$ cat src/rtl/led_message_sequencer.sv
// Buffers a message of 5-bit letter codes and plays each one on blue_led for (code+1) seconds.
// Optional feature macro LED_SEQ_REPEAT_EN adds i_repeat_mode for continuous looping playback.
module led_message_sequencer #(
    parameter int TICK_DIV  = 50_000_000,
    parameter int MAX_LEN   = 16,
    parameter int GAP_TICKS = 1,
    localparam int IW       = $clog2(MAX_LEN)
) (
    input  logic          i_clk,
    input  logic          i_reset,
    input  logic          i_wr_valid,
    output logic          o_wr_ready,
    input  logic [4:0]    i_wr_data,
    input  logic          i_clear,
    input  logic          i_start,
    input  logic          i_abort,
`ifdef LED_SEQ_REPEAT_EN
    input  logic          i_repeat_mode,
`endif
    output logic          o_busy,
    output logic          o_done,
    output logic          o_err_code,
    output logic [IW-1:0] o_cur_index,
    output logic          o_blue_led
);

    // state | meaning
    // IDLE  | accepting writes/clear/start, LED dark
    // ON    | LED lit for (code+1) ticks of the current letter
    // ON    |
    // GAP   | LED dark for GAP_TICKS ticks before the next letter
    // DONE  | one-cycle done pulse, then back to IDLE
    typedef enum logic [1:0] {
        S_IDLE = 2'd0,
        S_ON   = 2'd1,
        S_GAP  = 2'd2,
        S_DONE = 2'd3
    } state_t;

    localparam int PW     = $clog2(TICK_DIV);
    localparam int GAP_W  = $clog2(GAP_TICKS + 1);
    localparam int TW     = (GAP_W > 6) ? GAP_W : 6;
    localparam int LW     = IW + 1;

    state_t          r_state;
    logic [LW-1:0]   r_len;
    logic [IW-1:0]   r_idx;
    logic [PW-1:0]   r_psc;
    logic [TW-1:0]   r_tick;
    logic            r_led;
    logic            r_busy;
    logic            r_done;
    logic            r_err;
    logic [4:0]      r_buf [MAX_LEN];

    logic            w_idle;
    logic            w_full;
    logic            w_wr_fire;
    logic            w_code_ok;
    logic            w_psc_wrap;
    logic [4:0]      w_code;
    logic            w_on_end;
    logic            w_gap_end;
    logic            w_last;
    logic            w_repeat;

`ifdef LED_SEQ_REPEAT_EN
    assign w_repeat = i_repeat_mode;
`else
    assign w_repeat = 1'b0;
`endif

    assign w_idle     = (r_state == S_IDLE);
    assign w_full     = (r_len == LW'(MAX_LEN));
    assign o_wr_ready = w_idle && !w_full && !i_start;
    assign w_wr_fire  = i_wr_valid && o_wr_ready && !i_clear;
    assign w_code_ok  = (i_wr_data <= 5'd25);

    assign w_psc_wrap = (r_psc == PW'(TICK_DIV - 1));
    assign w_code     = r_buf[r_idx];
    assign w_on_end   = w_psc_wrap && ((r_tick + TW'(1)) == (TW'(w_code) + TW'(1)));
    assign w_gap_end  = w_psc_wrap && ((r_tick + TW'(1)) == TW'(GAP_TICKS));
    assign w_last     = ({1'b0, r_idx} == (r_len - LW'(1)));

    // Letter storage is not reset; only len defines which entries are valid.
    always_ff @(posedge i_clk) begin
        if (w_wr_fire && w_code_ok) begin
            r_buf[r_len[IW-1:0]] <= i_wr_data;
        end
    end

    always_ff @(posedge i_clk or posedge i_reset) begin
        if (i_reset) begin
            r_state <= S_IDLE;
            r_len   <= '0;
            r_idx   <= '0;
            r_psc   <= '0;
            r_tick  <= '0;
            r_led   <= 1'b0;
            r_busy  <= 1'b0;
            r_done  <= 1'b0;
            r_err   <= 1'b0;
        end else begin
            r_done <= 1'b0;
            r_err  <= 1'b0;

            if (r_state == S_ON || r_state == S_GAP) begin
                if (w_psc_wrap) begin
                    r_psc  <= '0;
                    r_tick <= r_tick + TW'(1);
                end else begin
                    r_psc  <= r_psc + PW'(1);
                end
            end

            case (r_state)
                S_IDLE: begin
                    if (i_start) begin
                        r_busy <= 1'b1;
                        r_idx  <= '0;
                        if (r_len != '0) begin
                            r_state <= S_ON;
                            r_led   <= 1'b1;
                            r_psc   <= '0;
                            r_tick  <= '0;
                        end else begin
                            r_state <= S_DONE;
                            r_done  <= 1'b1;
                        end
                    end else if (i_clear) begin
                        r_len <= '0;
                    end else if (w_wr_fire) begin
                        if (w_code_ok) begin
                            r_len <= r_len + LW'(1);
                        end else begin
                            r_err <= 1'b1;
                        end
                    end
                end
                S_ON: begin
                    if (i_abort) begin
                        r_state <= S_IDLE;
                        r_led   <= 1'b0;
                        r_busy  <= 1'b0;
                        r_idx   <= '0;
                    end else if (w_on_end) begin
                        r_led <= 1'b0;
                        if (!w_last || w_repeat) begin
                            r_state <= S_GAP;
                            r_psc   <= '0;
                            r_tick  <= '0;
                        end else begin
                            r_state <= S_DONE;
                            r_done  <= 1'b1;
                        end
                    end
                end
                S_GAP: begin
                    if (i_abort) begin
                        r_state <= S_IDLE;
                        r_led   <= 1'b0;
                        r_busy  <= 1'b0;
                        r_idx   <= '0;
                    end else if (w_gap_end) begin
                        r_state <= S_ON;
                        r_led   <= 1'b1;
                        r_psc   <= '0;
                        r_tick  <= '0;
                        // A gap after the last letter only happens when looping.
                        r_idx   <= w_last ? '0 : r_idx + IW'(1);
                    end
                end
                S_DONE: begin
                    r_state <= S_IDLE;
                    r_busy  <= 1'b0;
                    r_idx   <= '0;
                end
                default: begin
                    r_state <= S_IDLE;
                    r_led   <= 1'b0;
                    r_busy  <= 1'b0;
                    r_idx   <= '0;
                end
            endcase
        end
    end

    assign o_busy      = r_busy;
    assign o_done      = r_done;
    assign o_err_code  = r_err;
    assign o_cur_index = r_idx;
    assign o_blue_led  = r_led;

endmodule

$ cat config.mk
export PLATFORM = sky130hd
export DESIGN_NAME = led_message_sequencer
export DESIGN_NICKNAME = d
export VERILOG_FILES = /design/src/rtl/led_message_sequencer.sv
export SDC_FILE = /design/constraint.sdc
export NUM_CORES = 1
export LEC_CHECK = 0
export ABC_CLOCK_PERIOD_IN_PS = 3350
export CORE_MARGIN = 3
export CORE_UTILIZATION = 45
export CTS_CLUSTER_SIZE = 25
export DETAILED_ROUTE_END_ITERATION = 8
export PLACE_DENSITY = 0.72
export SETUP_SLACK_MARGIN = 0.4
export SYNTH_ARGS = -nofsm -noshare
export SYNTH_HDL_FRONTEND = slang
export SYNTH_SLANG_ARGS = --single-unit
$ cat constraint.sdc
create_clock -name i_clk -period 3.35 [get_ports i_clk]
set_input_delay 0.5025 -clock i_clk [delete_from_list [all_inputs] [get_ports i_clk]]
set_output_delay 0.5025 -clock i_clk [all_outputs]
set_load 0.005 [all_outputs]
## Yosys cells after proc, flatten, opt, wreduce, memory -nomap -nowiden

Memories as Yosys holds them, arrays and structs flattened.
Cells that the tools add are included.
Widths: inputs -> output; s select.

| storage, ports and cells | value |
|---|---|
| logic and storage cells | 114 |
| bits in registers | 47 |
| memories | 1 |
| RAM bits | 80 |
| bits of input ports | 11 |
| output and inout port bits | 9 |

Memories:

| memory | words | bits a word | read ports | clocked after Yosys merged registers in | wr ports | line | source |
|---|---|---|---|---|---|---|---|
| r_buf | 16 | 5 | 1 | 0 | 1 | 54 | `logic [4:0] r_buf [MAX_LEN];` |

| cells by class | value |
|---|---|
| bitwise logic cells | 1 |
| multiplexer cells | 60 |
| add/sub/neg operators | 6 |
| order comparisons | 1 |
| reductions and logical operators | 22 |
| equal/unequal tests | 14 |

Operator list:

| cell | number |
|---|---|
| $mux 26 | 9 |
| $pmux 26 s3 | 1 |
| $mux 6 | 9 |
| $add 26x1->26 const B | 1 |
| $eq 26x26->1 const B | 1 |
| $mux 1 | 21 |
| $mux 4 | 5 |
| $pmux 6 s3 | 1 |
| $pmux 4 s4 | 1 |
| $mux 5 | 3 |
| $mux 2 | 6 |
| $pmux 2 s4 | 1 |
| $logic_and 1x1->1 | 7 |
| $add 5x1->6 const B | 1 |
| $add 6x1->6 const B | 1 |
| $eq 6x1->1 const B | 1 |
| $eq 6x6->1 | 1 |
| $ne 3x3->1 const B | 2 |
| $pmux 1 s3 | 2 |
| $reduce_and 3->1 | 2 |
| $add 5x1->5 const B | 1 |
| $eq 4x5->1 | 1 |
| $eq 5x5->1 const B | 1 |
| $le 5x5->1 const B | 1 |
| 18 further kinds | 24 |

## Longest topological paths before layout

| logic depth | value |
|---|---|
| word-level depth | 10 |
| gate-level depth with buffers | 14 |
| gate-level depth less buffers | 11 |

## Worst setup path after synthesis

No wires, ideal clock.

| timing | value |
|---|---|
| kind | register -> register |
| start | register r_idx[0] (netlist: o_cur_index[0]) |
| end | register r_state[0] |
| required time | 3.224 ns |
| setup time | 0.126 ns |
| cell stages (with the launch flop) | 14 |
| arrival time | 3.160 ns |
| path slack | 0.064 ns |
| period minus slack after synthesis | 3.286 ns |
| buffers on the path | 2 |
| cells stage by stage | dfrtp_1 > buf_2 > buf_4 > mux4_2 > a22oi_1 > nand2_1 > ha_1 > o211a_1 > a22o_1 > xnor2_1 > nand4b_1 > and4_1 > o31a_1 > o32a_1 |

| between the ends | value |
|---|---|
| cells in the longest elaborated chain, start to end | 6 |
| elaborated cells between the ends (all ways) | 11 |
| classes of those cells | add/sub (1); eq/ne (3); mux (4); reduce/logical (2); memory (1) |

Ends and longest elaborated chain:

| what | line | source |
|---|---|---|
| from (decl) | 47 | `logic [IW-1:0] r_idx;` |
| from (signal assigned) | 170 | `r_idx <= w_last ? '0 : r_idx + IW'(1);` |
| $mem_v2 16x5 | n/a |  |
| $add 5x1->6 | 81 | `assign w_on_end = w_psc_wrap && ((r_tick + TW'(1)) == (TW'(w_code) + TW'(1)));` |
| $eq 6x6->1 | 81 |  |
| $logic_and 1x1->1 | 81 |  |
| $ne 3x3->1 (no line) | n/a |  |
| $reduce_and 3->1 (no line) | n/a |  |
| to (signal assigned) | 94 | `r_state <= S_IDLE;` |
| to (signal assigned) | 122 | `r_state <= S_ON;` |
| to (signal assigned) | 127 | `r_state <= S_DONE;` |
| to (decl) | 45 | `state_t r_state;` |

Parallel ways exist; a longest one is shown, timed or not. The select of a mux whose other input is x is not followed.
A chain may end at the register's enable or synchronous reset.

## Worst setup path after layout

| timing | value |
|---|---|
| start | register r_idx[0] (netlist: o_cur_index[0]) |
| end | register r_psc[19] |

| between the ends | value |
|---|---|
| cells in the longest elaborated chain, start to end | 7 |
| elaborated cells between the ends (all ways) | 9 |
| classes of those cells | add/sub (1); eq/ne (2); mux (4); reduce/logical (1); memory (1) |

Ends and longest elaborated chain:

| what | line | source |
|---|---|---|
| $mem_v2 16x5 | n/a |  |
| $add 5x1->6 | 81 |  |
| $eq 6x6->1 | 81 |  |
| $logic_and 1x1->1 | 81 |  |
| $mux 26 (*) | 146 | `end else if (w_on_end) begin` |
| $mux 26 (*) | 141 | `if (i_abort) begin` |
| $pmux 26 s3 (*) | 116 | `case (r_state)` |
| to (signal assigned) | 112 | `r_psc <= r_psc + PW'(1);` |
| to (decl) | 48 | `logic [PW-1:0] r_psc;` |

Every way passes the cells marked *; elsewhere a longest branch is shown, timed or not.

==> metrics.cfg <==
[layout]
final_layout_size_suffix_gt1_share_pct = 28.39
num_antenna_cells = 0
syn_to_final_growth_pct = 24.56
fillers = 1053
multiInputGateArea_um2 = 2779
ff_latch_area_um2 = 3581
layout.cells.non_filler = 736
fin_nets = 571

[run]
max-cap-violations = 0

[logic_synthesis]
synth.distinct_cells = 62
synth_area_per_cell_um2 = 13.05
yosysWarnings = 0
synthCells = 481
seq_area_frac_synth_pct = 57.01
synthFlopType = edfxtp_1
ys_ff_latch = 127
synth-async-reset-ratio_pct = 37.01
syn_area_um2 = 6277
synth-edff-count = 80
syn_nets = 505

[global_routing]
grt_max_degree = 48
track_usage_pct = 20.01
grt_pass1_vias = 4310
grt_pass1_wl_um = 22980
antenna_found_initial = 0
overflow = 0

[setup_path]
worstReg2RegStart = o_cur_index[0]
crit_type = register to register
worstSetupStartpointType = register
worst_r2r_endpoint = r_psc[19]
r2r_slack_ns = 0.09
cp.arrival_ns = 3.60
rr_worst_depth = 13
setup.worst_path.end_class = register
required_ns = 3.69
crit_fanout = 7

[timing]
drv_slew = 0
max_freq_mhz = 307.1
finalHoldViolations = 0
period_share_pct = 97.22
setup_viol = 0
clock-skew-final_ns = 0.006118
finalCriticalPeriod_ns = 3.257
rsz0062_at_grt = true
worst_slack_ns = 0.09320
tightest_slew_ns = 1.001
slew_headroom_pct = 33.18

[die]
die_h_um = 124.1
pin_count = 20
core_area_um2 = 13450
initial_core_util_pct = 46.66
rows = 42
dieArea_um2 = 15400
die_width_um = 124.1

[clocking]
cts-root-buf = clkbuf_16
cts_buffer_depth = 2
cts_tree = built
clk_pin_slew_ns = 0.06
worstSkewPairLatency_ns = 0.42
numCtsBuffers = 17
cts.sinks = 127
htreeDepth = 4
cts-hold-fix-buffers = 0

[place]
dpl.cell_count = 674
numPortBuffers = 19
post-place-ws_ns = 0.1283
dpl.hpwl_um = 9013
routabilityCongestion = 0.8470

[routing]
antenna_left = 0
dr_total_vias = 4286
drc = 0
via_per_inst = 5.823
dr.pass1.iters = 5
routedWlPerCell_um = 20.19
drt-total-wl_um = 14860
drtIter0Drc = 299

[pwr]
vdd_ir_drop_max_mv = 0.4650
p_leak_uw = 0.002844
power.density_nw_per_um2 = 726.2

[min_path]
worstHoldStart = o_busy
hold_end = o_busy
hold_class = register to register
whs_path_depth = 2

[outcome]
status = complete, no violations

logic make-up after synthesis:
group	share of synthesized area (%)
mux	8.192
simple gates	16.68
compound gates	6.678
buf+inv	2.432
fa+ha+maj	2.591
flops	57.01
xor+xnor	6.418
flip-flops by register name, summed over array words and instances (netlist names):
name         cells
o_done           1
r_state          2
o_blue_led       1
o_busy           1
o_err_code       1
r_psc           26
r_len            5
r_buf           80
o_cur_index      4
r_tick           6
how the worst max path moves through the flow:
stage	from	end	slack, ns	depth (start not counted)
floorplan	o_cur_index[0]	r_state[0]	0.35	13
global placement	o_cur_index[0]	r_psc[13]	0.26	12
detailed placement	o_cur_index[0]	r_psc[13]	0.13	12
CTS	o_cur_index[0]	r_psc[19]	0.21	14
global route	o_cur_index[0]	r_psc[23]	-0.002	14
finish	o_cur_index[0]	r_psc[19]	0.09	13
worst max-delay path, cell delays in order (launching register included):
cell	delay, ns
dfrtp_2	0.45
buf_6	0.15
mux4_2	0.51
a22oi_1	0.28
nand2_2	0.12
ha_4	0.19
o211a_4	0.15
a22o_4	0.26
xnor2_1	0.12
nand4b_1	0.12
nand4_1	0.20
a31o_4	0.35
buf_12	0.16
nor3_4	0.10
Yosys cell counts, types with 2 or more instances:
cell type | n | area (um2)
nand3_1 | 22 | 110.1
nor2_1 | 41 | 153.9
a21oi_1 | 10 | 50.05
clkbuf_1 | 9 | 33.78
mux2i_1 | 3 | 30.03
mux2_2 | 5 | 56.30
o21ai_1 | 2 | 10.01
nand4b_1 | 2 | 17.52
inv_1 | 14 | 52.55
or4_4 | 2 | 22.52
nor3_2 | 10 | 100.1
and2_1 | 16 | 100.1
a2bb2oi_1 | 2 | 17.52
o21a_1 | 2 | 15.01
a31oi_1 | 3 | 18.77
ha_1 | 13 | 162.7
mux4_2 | 19 | 427.9
and3_1 | 7 | 43.79
o31a_1 | 2 | 17.52
o21ai_0 | 3 | 15.01
a22o_1 | 3 | 26.28
dfrtp_1 | 47 | 1176
buf_6 | 4 | 45.04
nor2b_1 | 7 | 43.79
nand3_2 | 3 | 30.03
xor2_1 | 21 | 183.9
or2_2 | 2 | 12.51
o211a_1 | 3 | 30.03
edfxtp_1 | 80 | 2402
nand4_1 | 11 | 68.82
a22oi_1 | 5 | 37.54
nand2b_1 | 6 | 37.54
nand2_1 | 27 | 101.4
and4_1 | 4 | 35.03
nor3_1 | 15 | 75.07
nor4_1 | 4 | 25.02
buf_2 | 2 | 10.01
o32a_1 | 2 | 20.02
xnor2_1 | 25 | 219.0
per-layer routing:
metal,GRT usage [%],up-vias,wire [um]
met3,4.541,35,785
met4,7.392,0,299
met5,0,-,0
met2,34.49,155,7699
li1,-,1949,-
met1,24.65,2147,6078
power by group:
group          internal [uW]  switching, uW  leakage, uW  total, uW
sequential              1740           68.5      0.00136       1810
clock                    984            782     0.000284       1770
combinational           1060           1050      0.00120       2110
total                   3780           1900      0.00284       5680
repair_timing:
item | CTS | global route
pin swaps | 18 | 15
gates resized for setup | 20 | 25
setup buffers | 17 | 9
endpoints found under the setup margin | 32 | 40
gates cloned | 4 | 0
cells in the final DEF (no fill, tap or decap), types with 10 or more instances in the layout:
master,n
dfrtp_1,45
ha_1,11
inv_1,13
xor2_1,21
nor3_1,11
nor3_2,10
mux4_2,19
nor2_1,36
buf_4,34
nand4_1,11
nand2_1,25
and2_1,16
clkbuf_16,17
nand3_1,22
clkdlybuf4s50_1,19
xnor2_1,25
edfxtp_1,80
layout make-up:
type | instances | area share (%)
sequential | 127 | 45.80
tap | 176 | 2.816
clock inverter | 15 | 1.808
multi-input combinational | 325 | 35.54
clock buffer | 17 | 5.441
timing repair buffer | 62 | 7.921
inverter | 14 | 0.6721
metrics by stage:
step	hold WS, ns	area, um2	total power, uW	util, %	TNS [ns]
2_1_floorplan	0.5099	6320	2921	-	0
3_3_place_gp	0.5139	6746	3232	50.15	0
3_5_place_dp	0.5439	6746	3264	50.15	0
4_1_cts	0.5598	7621	5466	56.65	0
5_1_grt	0.5914	7819	5904	58.12	-0.004676
6_report	0.5551	7819	5678	58.12	0
No activity file was read; power rests on OpenSTA's default activity.
